<file path="src/rtl/muldiv_share_arbiter_pkg.sv">
// ============================================================================
//  Module   : muldiv_share_arbiter_pkg
//  Brief    : Shared types for the mul/div sharing arbiter.
//  Revision : 1.0
// ============================================================================
`default_nettype none

package muldiv_share_arbiter_pkg;

   typedef enum logic {
      ARB_OP_MUL = 1'b0,
      ARB_OP_DIV = 1'b1
   } arb_op_t;

   typedef enum logic [1:0] {
      ARB_IDLE  = 2'd0,
      ARB_ISSUE = 2'd1,
      ARB_WAIT  = 2'd2,
      ARB_RESP  = 2'd3
   } arb_state_t;

   function automatic int idx_width(input int n);
      return (n > 1) ? $clog2(n) : 1;
   endfunction

endpackage

`default_nettype wire

</file>
<file path="src/rtl/muldiv_share_arbiter_rr_pick.sv">
// ============================================================================
//  Module   : muldiv_share_arbiter_rr_pick
//  Brief    : Combinational round-robin pick, first request at or above ptr.
//  Revision : 1.0
// ============================================================================
`default_nettype none

module muldiv_share_arbiter_rr_pick #(
   parameter int N  = 2,
   parameter int IW = 1
) (
   input  logic [N-1:0]  i_req,
   input  logic [IW-1:0] i_ptr,
   output logic [N-1:0]  o_grant,
   output logic [IW-1:0] o_idx,
   output logic          o_any
);

   logic [IW:0]   w_sum;
   logic [IW-1:0] w_pos;

   always_comb begin
      o_grant = '0;
      o_idx   = '0;
      o_any   = 1'b0;
      w_sum   = '0;
      w_pos   = '0;
      for (int off = 0; off < N; off++) begin
         // Wrap the scan position back into 0..N-1 without a modulo operator.
         w_sum = {1'b0, i_ptr} + (IW+1)'(off);
         if (w_sum >= (IW+1)'(N)) begin
            w_sum = w_sum - (IW+1)'(N);
         end
         w_pos = w_sum[IW-1:0];
         if (!o_any && i_req[w_pos]) begin
            o_any          = 1'b1;
            o_grant[w_pos] = 1'b1;
            o_idx          = w_pos;
         end
      end
   end

endmodule

`default_nettype wire

</file>
<file path="src/rtl/muldiv_share_arbiter.sv">
// ============================================================================
//  Module   : muldiv_share_arbiter
//  Brief    : Shares one iterative multiplier and one divider among NUM_REQ
//             requesters, one operation in flight at a time.
//  Revision : 1.0
// ============================================================================
`default_nettype none

module muldiv_share_arbiter
   import muldiv_share_arbiter_pkg::*;
#(
   parameter int NUM_REQ    = 2,
   parameter int DATA_WIDTH = 8
) (
   input  logic                          clk_i,
   input  logic                          rst_ni,
   input  logic [NUM_REQ-1:0]            req_valid_i,
   output logic [NUM_REQ-1:0]            req_ready_o,
   input  logic [NUM_REQ-1:0]            req_op_i,
   input  logic [NUM_REQ*4*DATA_WIDTH-1:0] req_opa_i,
   input  logic [NUM_REQ*4*DATA_WIDTH-1:0] req_opb_i,
   output logic [NUM_REQ-1:0]            resp_valid_o,
   input  logic [NUM_REQ-1:0]            resp_ready_i,
   output logic [4*DATA_WIDTH-1:0]       resp_data_o,
   output logic [4*DATA_WIDTH-1:0]       unit_opa_o,
   output logic [4*DATA_WIDTH-1:0]       unit_opb_o,
   output logic                          mul_v_o,
   output logic                          div_v_o,
   input  logic                          mul_ready_i,
   input  logic                          div_ready_i,
   input  logic                          mul_v_i,
   input  logic                          div_v_i,
   input  logic [4*DATA_WIDTH-1:0]       mul_result_i,
   input  logic [4*DATA_WIDTH-1:0]       div_quot_i,
   output logic                          mul_yumi_o,
   output logic                          div_yumi_o,
   output logic                          busy_o
);

   localparam int W  = 4 * DATA_WIDTH;
   localparam int IW = idx_width(NUM_REQ);

   arb_state_t    r_state, w_state_nxt;
   arb_op_t       r_op;
   logic [IW-1:0] r_rr_ptr, r_owner;
   logic [W-1:0]  r_opa, r_opb, r_result;

   logic [NUM_REQ-1:0] w_grant;
   logic [IW-1:0]      w_gidx, w_ptr_nxt;
   logic               w_any, w_take, w_result_take, w_unit_ready, w_unit_v;
   logic [W-1:0]       w_unit_res;

   muldiv_share_arbiter_rr_pick #(
      .N  (NUM_REQ),
      .IW (IW)
   ) u_rr_pick (
      .i_req   (req_valid_i),
      .i_ptr   (r_rr_ptr),
      .o_grant (w_grant),
      .o_idx   (w_gidx),
      .o_any   (w_any)
   );

   assign w_ptr_nxt    = (w_gidx == IW'(NUM_REQ-1)) ? '0 : w_gidx + IW'(1);
   assign w_unit_ready = (r_op == ARB_OP_MUL) ? mul_ready_i  : div_ready_i;
   assign w_unit_v     = (r_op == ARB_OP_MUL) ? mul_v_i      : div_v_i;
   assign w_unit_res   = (r_op == ARB_OP_MUL) ? mul_result_i : div_quot_i;

   always_ff @(posedge clk_i or negedge rst_ni) begin
      if (!rst_ni) begin
         r_state  <= ARB_IDLE;
         r_rr_ptr <= '0;
         r_owner  <= '0;
         r_op     <= ARB_OP_MUL;
         r_opa    <= '0;
         r_opb    <= '0;
         r_result <= '0;
      end else begin
         r_state <= w_state_nxt;
         if (w_take) begin
            r_owner  <= w_gidx;
            r_rr_ptr <= w_ptr_nxt;
            r_op     <= arb_op_t'(req_op_i[w_gidx]);
            r_opa    <= req_opa_i[int'(w_gidx)*W +: W];
            r_opb    <= req_opb_i[int'(w_gidx)*W +: W];
         end
         if (w_result_take) begin
            r_result <= w_unit_res;
         end
      end
   end

   always_comb begin
      w_state_nxt   = r_state;
      w_take        = 1'b0;
      w_result_take = 1'b0;
      req_ready_o   = '0;
      resp_valid_o  = '0;
      mul_v_o       = 1'b0;
      div_v_o       = 1'b0;
      mul_yumi_o    = 1'b0;
      div_yumi_o    = 1'b0;
      case (r_state)
         ARB_IDLE: begin
            if (w_any) begin
               req_ready_o = w_grant;
               w_take      = 1'b1;
               w_state_nxt = ARB_ISSUE;
            end
         end
         ARB_ISSUE: begin
            mul_v_o = (r_op == ARB_OP_MUL);
            div_v_o = (r_op == ARB_OP_DIV);
            if (w_unit_ready) begin
               w_state_nxt = ARB_WAIT;
            end
         end
         ARB_WAIT: begin
            // Only the unit that owns the in-flight op is consumed.
            if (w_unit_v) begin
               mul_yumi_o    = (r_op == ARB_OP_MUL);
               div_yumi_o    = (r_op == ARB_OP_DIV);
               w_result_take = 1'b1;
               w_state_nxt   = ARB_RESP;
            end
         end
         ARB_RESP: begin
            resp_valid_o[r_owner] = 1'b1;
            if (resp_ready_i[r_owner]) begin
               w_state_nxt = ARB_IDLE;
            end
         end
         default: w_state_nxt = ARB_IDLE;
      endcase
   end

   assign resp_data_o = r_result;
   assign unit_opa_o  = r_opa;
   assign unit_opb_o  = r_opb;
   assign busy_o      = (r_state != ARB_IDLE);

endmodule

`default_nettype wire

</file>
<file path="config.mk">
export PLATFORM = sky130hd
export DESIGN_NAME = muldiv_share_arbiter
export DESIGN_NICKNAME = d
export VERILOG_FILES = /design/src/rtl/muldiv_share_arbiter_pkg.sv /design/src/rtl/muldiv_share_arbiter_rr_pick.sv /design/src/rtl/muldiv_share_arbiter.sv
export SDC_FILE = /design/constraint.sdc
export NUM_CORES = 1
export LEC_CHECK = 0
export BUFFER_PORTS_ARGS = -buffer_cell sky130_fd_sc_hd__buf_2
export CORE_AREA = 5 5 117 119
export CTS_CLUSTER_DIAMETER = 80
export DETAILED_ROUTE_END_ITERATION = 12
export DIE_AREA = 0 0 122 124
export GPL_TIMING_DRIVEN = 0
export HOLD_SLACK_MARGIN = 0.08
export PLACE_DENSITY_LB_ADDON = 0.1
export SLEW_MARGIN = 20
export SYNTH_ARGS = -nofsm -noshare
export SYNTH_HDL_FRONTEND = slang
export SYNTH_SLANG_ARGS = --single-unit
export TNS_END_PERCENT = 10
</file>
<file path="constraint.sdc">
create_clock -name clk_i -period 2.3 [get_ports clk_i]
set_clock_uncertainty 0.1 [all_clocks]
set_input_delay 0.575 -clock clk_i [delete_from_list [all_inputs] [get_ports clk_i]]
set_output_delay 0.575 -clock clk_i [all_outputs]
set_load 0.005 [all_outputs]
</file>
==> flow_summary_export.csv <==
group,metric,value,unit
logic_synthesis,ys_seq_elements,101,
clock_tree,cts_root_buf,"clkbuf_16",
run_status,status,"completed",
place,hpwl,12.57,mm
critical_path,critPathRequiredTime,1.62,ns
logic_synthesis,async_reset_ff_share,100.0,%
power,p_leak,3.720,nW
power,sw_frac_of_total,36.23,%
route,drt-total-wl,15.83,mm
critical_path,regToRegSetupSlack,0.28,ns
clock_tree,clk_latency,0.33,ns
global_route,grt_antenna_before_repair,2,
power,power_frac_seq,37.2,%
global_route,grt_pass1_wl,22.94,mm
logic_synthesis,yosys.area.top_type,"dfrtp_1",
logic_synthesis,seq_area_frac_synth,57.14,%
clock_tree,numCtsBuffers,9,
die,fp.dieW,122,um
logic_synthesis,syn_nets,600,
power,p_per_area,1271,nW/um2
global_route,grt.total_usage,19.71,%
global_route,grt-ovfl-total,0,
clock_tree,h-tree-depth,3,
route,via_count,4440,
critical_path,crit_slowest_cell,"dfrtp_1",
final_layout,final-seq-area,2527,um2
clock_tree,clkSinkCount,101,
sta,final_hold_viol_count,0,
logic_synthesis,yosys.area.top_type_share,57.14,%
sta,finalMaxSlewViolations,0,
sta,slew_headroom,49.35,%
sta,max_freq,0.4597,GHz
power,p_int,5.345,mW
route,drtIter0Drc,482,
critical_path,slowest_delay,0.40,ns
sta,worst_slew_pin_slew,0.7598,ns
critical_path,cp.arrival,1.50,ns
die,die_area,15130,um2
sta,grt_setup_unrepaired,"no",
critical_path,path_class,"flip-flop to output port",
logic_synthesis,postSynthAreaPerCell,11.31,um2
logic_synthesis,yosysWarnings,0,
logic_synthesis,ys_types,20,
sta,post-route-min-period,2.175,ns
final_layout,nets,925,
die,start_util,35.48,%
global_route,grt_max_degree,56,
final_layout,fillers,1200,
final_layout,multi_input_area,1500,um2
place,finalWeightedCongestion,0.7868,
final_layout,drive_above_1_share,49.10,%
route,antenna_left,0,
route,avgRoutedWirePerCell,17.70,um
sta,hold_slack,0.3434,ns
logic_synthesis,syn_area,4423,um2
hold_path,min_path_type,"input port to flip-flop",
clock_tree,cts_tree,"yes",
power,pwr-share-comb,45.0,%
logic_synthesis,synth-edff-count,0,
route,firstDrtPassIters,12,
global_route,grt_pass1_vias,4506,
place,place_area,6213,um2
logic_synthesis,synth_area_leaders,"dfrtp_1 (57%), a222oi_1 (15%), mux2i_1 (8.1%)",
final_layout,most-common-layout-cells,"buf_2 (323), dfrtp_1 (101), inv_1 (67), a222oi_1 (65), mux2i_1 (36)",
run,cap_violations,0,
sta,timing.setup.tns,0,ns
critical_path,worstPathMaxFanout,4,
die,coreArea,12470,um2
power,peakVddDrop,0.4954,mV
route,drcViolationCount,0,
clock_tree,cts.clk_slew.worst_paths,0.06,ns
die,die_h,124,um
die,std_cell_rows,41,
clock_tree,max-clock-path-buffers,2,
power,clkPwrFrac,17.8,%
critical_path,start_kind,"flip-flop",
sta,setup_viol,0,
power,switchingPower,3.037,mW
critical_path,path_cells,"inv_2, ha_4, nand2_1, a21oi_2, clkbuf_8, buf_2",
place,numPortBuffers,308,
die,ioPinCount,309,
final_layout,area_delta_synth_final,49.08,%
logic_synthesis,synth_ff_type,"dfrtp_1",
final_layout,final_common_cell,"buf_2",
critical_path,end_kind,"output port",
sta,fin_crit_sh,94.57,%
final_layout,design_area,6594,um2
logic_synthesis,synth_cells,391,
route,via_per_inst,4.966,
## repair_timing
action                                  4_1_cts  5_1_grt
gates resized for setup                      11        2
endpoints found under the setup margin        2        4
buffers inserted                              3        2
hold endpoints to repair                     29        0
hold buffers                                  1        0
## layer usage
| metal | vias up | GRT usage, % | share of wire [%] |
|---|---|---|---|
| li1 | 2083 | - | - |
| met5 | - | 0 | 0.044 |
| met1 | 2094 | 23.44 | 38 |
| met3 | 23 | 5.132 | 9.1 |
| met4 | 2 | 7.633 | 1.9 |
| met2 | 238 | 34.29 | 51 |
## state kept, by name (all words and copies together), names as in the netlist
signal / flops
r_op: 1
r_owner: 1
r_rr_ptr: 1
r_state: 2
resp_data_o: 32
unit_opa_o: 32
unit_opb_o: 32
## path summary, 6_finish.rpt
check | startpoint | endpoint | cells after the start
min in group asynchronous | rst_ni | unit_opa_o[11] | 2
min reg2reg | unit_opb_o[27] | unit_opb_o[27] | 2
min | req_opa_i[59] | unit_opa_o[27] | 3
max reg2reg | r_state[1] | unit_opa_o[14] | 9
max | r_state[0] | req_ready_o[1] | 6
max in group asynchronous | rst_ni | unit_opb_o[14] | 3
## cell families (layout without fill, tap and decap cells)
| group | after synthesis | count (layout) | share of synthesized area (%) |
|---|---|---|---|
| AO/OA/AOI/OAI | 104 | 104 | 19.38 |
| adder cells (fa/ha/maj) | 5 | 5 | 1.414 |
| buffers and inverters | 101 | 431 | 9.561 |
| flip-flops | 101 | 101 | 57.14 |
| multiplexers | 37 | 37 | 8.402 |
| other | 0 | 1 | 0 |
| AND/OR/NAND/NOR | 43 | 43 | 4.102 |
## cells in the mapped netlist (2+ instances only)
cell / count
dfrtp_1: 101
inv_1: 69
a222oi_1: 65
mux2i_1: 36
a21oi_1: 34
nor2_1: 33
buf_2: 17
clkbuf_1: 9
buf_4: 6
ha_1: 5
nand2_1: 3
nor2b_1: 3
a21o_1: 2
and2_1: 2
## final cells by class
cell class / instances / area share [%]
repair buffers: 315 / 24.61
multi-input cells: 189 / 22.75
flip-flops and latches: 101 / 38.33
clock inverters: 1 / 0.4554
clock buffers: 15 / 3.909
diodes: 1 / 0.03795
well taps: 172 / 3.264
plain buffers: 31 / 2.713
inverters: 69 / 3.928
## critical path, delay by kind of cell, from the launching register on
kind / cells / cell delay (ns)
and+or+nand+nor: 1 / 0.07
buffers and inverters: 3 / 0.37
DFF: 1 / 0.40
adders and majority gates: 1 / 0.16
AOI/OAI and AO/OA: 1 / 0.15
## metrics by stage
step                      utilization, %  std cells  total power, mW  setup WS, ns
after global routing               52.90        894            9.019       0.02078
after floorplan                        -        391            5.149        0.4009
after detailed placement           49.84        872            6.876       -0.3190
after global placement             49.57        871            6.760       -0.5681
final                              52.90        894            8.381        0.1249
after CTS                          52.65        892            8.462      0.005429
## power by group through the flow
stage          sequential, mW  combinational, mW  clock, mW
2_1_floorplan            3.17               1.98          0
3_3_place_gp             3.10               3.66          0
3_5_place_dp             3.12               3.76          0
4_1_cts                  3.11               3.80       1.55
5_1_grt                  3.22               4.20       1.60
6_report                 3.11               3.77       1.50
Note: power is estimated with default switching activity, not from simulation.
